[src/rtl/qerv_dbus_resp.sv]
// rtl/qerv_dbus_resp.sv - data-bus responder bridging a Wishbone-style request to a synchronous SRAM
// One request in flight; configurable wait cycles before the ack pulse.
module qerv_dbus_resp #(
  parameter int AW   = 10,
  parameter int WAIT = 1
) (
  input  logic          i_clk,
  input  logic          i_rst_n,
  input  logic          i_wb_cyc,
  input  logic          i_wb_we,
  input  logic [31:0]   i_wb_adr,
  input  logic [31:0]   i_wb_dat,
  input  logic [3:0]    i_wb_sel,
  output logic [31:0]   o_wb_rdt,
  output logic          o_wb_ack,
  output logic [AW-1:0] o_mem_addr,
  output logic [31:0]   o_mem_wdata,
  output logic [3:0]    o_mem_wen,
  output logic          o_mem_ren,
  input  logic [31:0]   i_mem_rdata
);

  typedef enum logic [2:0] {S_IDLE, S_MEM, S_WAIT, S_ACK, S_COOL} state_t;

  localparam logic [3:0] WAIT_M1 = (WAIT == 0) ? 4'd0 : 4'(WAIT - 1);

  state_t        r_state;
  state_t        w_next;
  logic [AW-1:0] r_adr;
  logic [31:0]   r_dat;
  logic [3:0]    r_sel;
  logic          r_we;
  logic          r_inr;
  logic [3:0]    r_cnt;
  logic          r_after_mem;
  logic [31:0]   r_hold;
  logic [31:0]   r_rdt;

  logic          w_oor;
  logic          w_accept;
  logic          w_strobe_ok;
  logic [31:0]   w_cap;
  logic [31:0]   w_ack_data;
  logic          w_unused;

  assign w_unused    = ^i_wb_adr[1:0];
  assign w_oor       = |(i_wb_adr >> (AW + 2));
  assign w_accept    = (r_state == S_IDLE) && i_wb_cyc;
  assign w_strobe_ok = (r_state == S_MEM) && r_inr;

  // SRAM data is only meaningful the cycle after an in-range load strobe.
  assign w_cap      = (!r_we && r_inr) ? i_mem_rdata : 32'd0;
  // With no wait cycles the ack lands in the capture cycle, so bypass the hold register.
  assign w_ack_data = r_after_mem ? w_cap : r_hold;

  always_comb begin
    w_next = r_state;
    case (r_state)
      S_IDLE: if (i_wb_cyc) w_next = S_MEM;
      S_MEM: begin
        if (!i_wb_cyc)      w_next = S_IDLE;
        else if (WAIT == 0) w_next = S_ACK;
        else                w_next = S_WAIT;
      end
      S_WAIT: begin
        if (!i_wb_cyc)       w_next = S_IDLE;
        else if (r_cnt == 0) w_next = S_ACK;
      end
      S_ACK:   w_next = i_wb_cyc ? S_COOL : S_IDLE;
      S_COOL:  w_next = S_IDLE;
      default: w_next = S_IDLE;
    endcase
  end

  always_ff @(posedge i_clk or negedge i_rst_n) begin
    if (!i_rst_n) begin
      r_state     <= S_IDLE;
      r_adr       <= '0;
      r_dat       <= '0;
      r_sel       <= '0;
      r_we        <= 1'b0;
      r_inr       <= 1'b0;
      r_cnt       <= '0;
      r_after_mem <= 1'b0;
      r_hold      <= '0;
      r_rdt       <= '0;
    end else begin
      r_state     <= w_next;
      r_after_mem <= (r_state == S_MEM);
      if (w_accept) begin
        r_adr <= i_wb_adr[AW+1:2];
        r_dat <= i_wb_dat;
        r_sel <= i_wb_sel;
        r_we  <= i_wb_we;
        r_inr <= !w_oor;
      end
      if (r_state == S_MEM)
        r_cnt <= WAIT_M1;
      else if (r_state == S_WAIT && r_cnt != 0)
        r_cnt <= r_cnt - 4'd1;
      if (r_after_mem)
        r_hold <= w_cap;
      if (o_wb_ack)
        r_rdt <= w_ack_data;
    end
  end

  assign o_wb_ack    = (r_state == S_ACK) && i_wb_cyc;
  assign o_wb_rdt    = o_wb_ack ? w_ack_data : r_rdt;
  assign o_mem_ren   = w_strobe_ok && !r_we;
  assign o_mem_wen   = (w_strobe_ok && r_we) ? r_sel : 4'b0000;
  assign o_mem_addr  = r_adr;
  assign o_mem_wdata = r_dat;

endmodule

[config.mk]
export PLATFORM = sky130hd
export DESIGN_NAME = qerv_dbus_resp
export DESIGN_NICKNAME = d
export VERILOG_FILES = /design/src/rtl/qerv_dbus_resp.sv
export SDC_FILE = /design/constraint.sdc
export NUM_CORES = 1
export LEC_CHECK = 0
export BUFFER_PORTS_ARGS = -buffer_cell sky130_fd_sc_hd__buf_2
export CAP_MARGIN = 20
export CORE_UTILIZATION = 40
export DETAILED_ROUTE_END_ITERATION = 8
export PLACE_DENSITY = 0.71
export RECOVER_POWER = 100
export SYNTH_ARGS = -nofsm -noshare
export SYNTH_HDL_FRONTEND = slang
export SYNTH_SLANG_ARGS = --single-unit
[constraint.sdc]
create_clock -name i_clk -period 5.05 [get_ports i_clk]
set_input_delay 1.01 -clock i_clk [delete_from_list [all_inputs] [get_ports i_clk]]
set_output_delay 1.01 -clock i_clk [all_outputs]
set_load 0.01 [all_outputs]
==> results.sh <==
export IMPL_clock_path_buffers=2
export IMPL_finalCriticalPeriod_ns=4.091
export IMPL_drv_cap=2
export IMPL_cts_max_level=4
export IMPL_ant_nets=0
export IMPL_hpwl_um=6980
export IMPL_slew_headroom=-0.5796
export IMPL_status="complete, but fails checks"
export IMPL_worstHoldEndpoint="r_rdt[29]$_DFF_PN0_"
export IMPL_p_leak_uw=0.003192
export IMPL_drive_gt1_frac=0.3091
export IMPL_ctsResizeCount=0
export IMPL_avgSynthCellArea_um2=12.01
export IMPL_drt_initial_drc_count=146
export IMPL_rsz0062_at_grt="false"
export IMPL_worst_path_max_delay_cell="and3b_1"
export IMPL_critPathArrivalTime_ns=3.08
export IMPL_wl_per_cell_um=13.69
export IMPL_layout_commonest_cell="dfrtp_1"
export IMPL_r2r_start="r_state[1]$_DFFE_PN0P_"
export IMPL_netlist_area_mm2=0.004720
export IMPL_n_antenna_cell=0
export IMPL_root_buffer="clkbuf_16"
export IMPL_gp_congestion=0.7466
export IMPL_cts_sinks=120
export IMPL_path_class="register to output port"
export IMPL_synth_top_area_frac=0.6363
export IMPL_mostFrequentLayoutCells="dfrtp_1 (120), buf_2 (101), clkbuf_1 (85)"
export IMPL_areaGrowthSynthToFinish_pct=32.79
export IMPL_dr_pass1_iters=4
export IMPL_yosysSeqAreaShare=0.6363
export IMPL_nNetsFinal=685
export IMPL_die_y_um=110.6
export IMPL_cts_reportedPaths_clkPinSlew_ns=0.05
export IMPL_setup_viol=0
export IMPL_start_util=0.4116
export IMPL_crit_path_end_kind="output port"
export IMPL_port_buffers=181
export IMPL_worst_r2r_endpoint="o_mem_wdata[18]$_DFFE_PN0P_"
export IMPL_grt_max_degree=88
export IMPL_synth_area_leaders="dfrtp_1 (64%), mux2_2 (11%), a2bb2oi_1 (5.9%)"
export IMPL_overflow=0
export IMPL_vias=3442
export IMPL_drc_errors=0
export IMPL_grt_pass1_vias=3626
export IMPL_totalNegativeSetupSlack_ns=0
export IMPL_clk_latency_ns=0.41
export IMPL_post_cts_buffers=0
export IMPL_core_mm2=0.01147
export IMPL_num_rows=39
export IMPL_finalCritPeriodShare=0.8102
export IMPL_cpMostUsedCell="clkbuf_1"
export IMPL_cts_hold_buf=0
export IMPL_io_pins=184
export IMPL_drv_slew=83
export IMPL_fin_skew_ns=0.007794
export IMPL_yosys_area_top_type="dfrtp_1"
export IMPL_vdd_drop_max_mv=0.3198
export IMPL_avgViaCountPerCell=4.683
export IMPL_dieArea_mm2=0.01224
export IMPL_ys_warn_count=0
export IMPL_cp_start_kind="register"
export IMPL_synth_nets=498
export IMPL_worst_slew_pin_slew_ns=2.336
export IMPL_synth_cells=393
export IMPL_ff_latch_area_mm2=0.003003
export IMPL_min_path_type="register to register"
export IMPL_critPathMaxFanout=33
export IMPL_multi_input_area_mm2=0.001344
export IMPL_ys_types=31
export IMPL_wl_um=10060
export IMPL_cts_tree="yes"
export IMPL_track_usage=0.1782
export IMPL_antenna_found_initial=0
export IMPL_violations="max-capacitance violations, max-slew violations"
export IMPL_hold_viol_final=0
export IMPL_power_per_cell_area_mw_per_mm2=454.2
export IMPL_hold_start="r_rdt[29]$_DFF_PN0_"
export IMPL_rrSetupSlack_ns=1.24
export IMPL_hold_ws_ns=0.4892
export IMPL_cts_buffers=17
export IMPL_synth_seq_cells=120
export IMPL_critPathMaxStageDelay_ns=0.66
export IMPL_whs_path_depth=2
export IMPL_critPathRequiredTime_ns=4.04
export IMPL_reg2reg_depth=3
export IMPL_fmax_mhz=244.4
export IMPL_grt_pass1_wl_um=17120
export IMPL_fillers=1026
export IMPL_cp_cell_sequence="buf_4, and3b_1, clkbuf_1, a2bb2oi_1, o21ai_0, clkbuf_1"
export IMPL_die_w_um=110.6
## worst max path at each step
stage / from / to / slack (ns) / cells past startpoint
2_1_floorplan: i_wb_cyc / o_wb_rdt[0] / 2.22 / 4
3_3_place_gp: r_after_mem$_DFF_PN0_ / o_wb_rdt[8] / 1.81 / 6
3_5_place_dp: r_after_mem$_DFF_PN0_ / o_wb_rdt[10] / 1.78 / 6
4_1_cts: r_after_mem$_DFF_PN0_ / o_wb_rdt[9] / 1.27 / 6
5_1_grt: r_after_mem$_DFF_PN0_ / o_wb_rdt[4] / 0.64 / 6
6_report: r_after_mem$_DFF_PN0_ / o_wb_rdt[9] / 0.96 / 6
## cell type report
cell class                      count  area share
Sequential cell                   120      0.4791
Multi-Input combinational cell    182      0.2144
Timing Repair Buffer              188      0.1346
Clock buffer                       24     0.07846
Inverter                           71     0.04252
Tap cell                          143     0.02855
Clock inverter                      7     0.02236
## state kept, by name, summed over array words and instances, names as in the netlist
signal,count
r_sel,4
r_inr,1
r_we,1
r_state,3
r_after_mem,1
r_hold,32
o_mem_addr,10
r_rdt,32
r_cnt,4
o_mem_wdata,32
## worst max-delay path, delay by kind of cell (launching register included)
family | cells | cell delay (ns)
flip-flops | 1 | 0.32
AND/OR/NAND/NOR | 1 | 0.66
AO/OA/AOI/OAI | 2 | 0.51
buffers and inverters | 3 | 1.18
## cell usage after synthesis, drive strengths merged
master / number
buf: 9
nor4b: 1
clkbuf: 11
and3b: 1
or3b: 1
nor3: 2
nand3: 2
a211oi: 2
nor3b: 3
o21ai: 34
and2: 4
nor4: 5
nor2: 3
nand2: 33
ha: 1
inv: 71
xnor2: 1
a2bb2oi: 32
a21oi: 2
and3: 1
a31o: 2
dfrtp: 120
or3: 2
nand4b: 1
mux2: 47
nand2b: 1
o22ai: 1
## cells by family after synthesis
logic type	count (synthesis)	share of synthesized area
multiplexers	47	0.1121
XOR/XNOR	1	0.001856
AO/OA/AOI/OAI	73	0.1058
buffers and inverters	91	0.07662
flip-flops	120	0.6363
adder cells (fa/ha/maj)	1	0.002651
AND/OR/NAND/NOR	60	0.06469
## per-layer routing
metal,share of wire,GRT usage,vias up
li1,-,-,1672
met1,0.43,0.2114,1644
met2,0.49,0.2903,115
met3,0.064,0.07025,11
met4,0.016,0.06933,0
met5,0,0,-
## metrics by stage
stage	setup slack, ns	total power (uW)	utilization	std cells	instance area, um2
finish	0.9585	2846	0.5465	735	6267
global route	0.6410	2981	0.5465	735	6267
CTS	1.273	2924	0.5579	734	6397
detailed placement	1.782	1629	0.5028	703	5766
global placement	1.811	1609	0.5028	703	5766
floorplan	2.216	1407	-	393	4720
## power breakdown
part	total [uW]	leakage, uW	internal [uW]	switching (uW)
Clock	1270	0.000303	874	397
Sequential	1160	0.00155	1100	63.9
Combinational	413	0.00134	188	224
No activity file was read; power rests on OpenSTA's default activity.
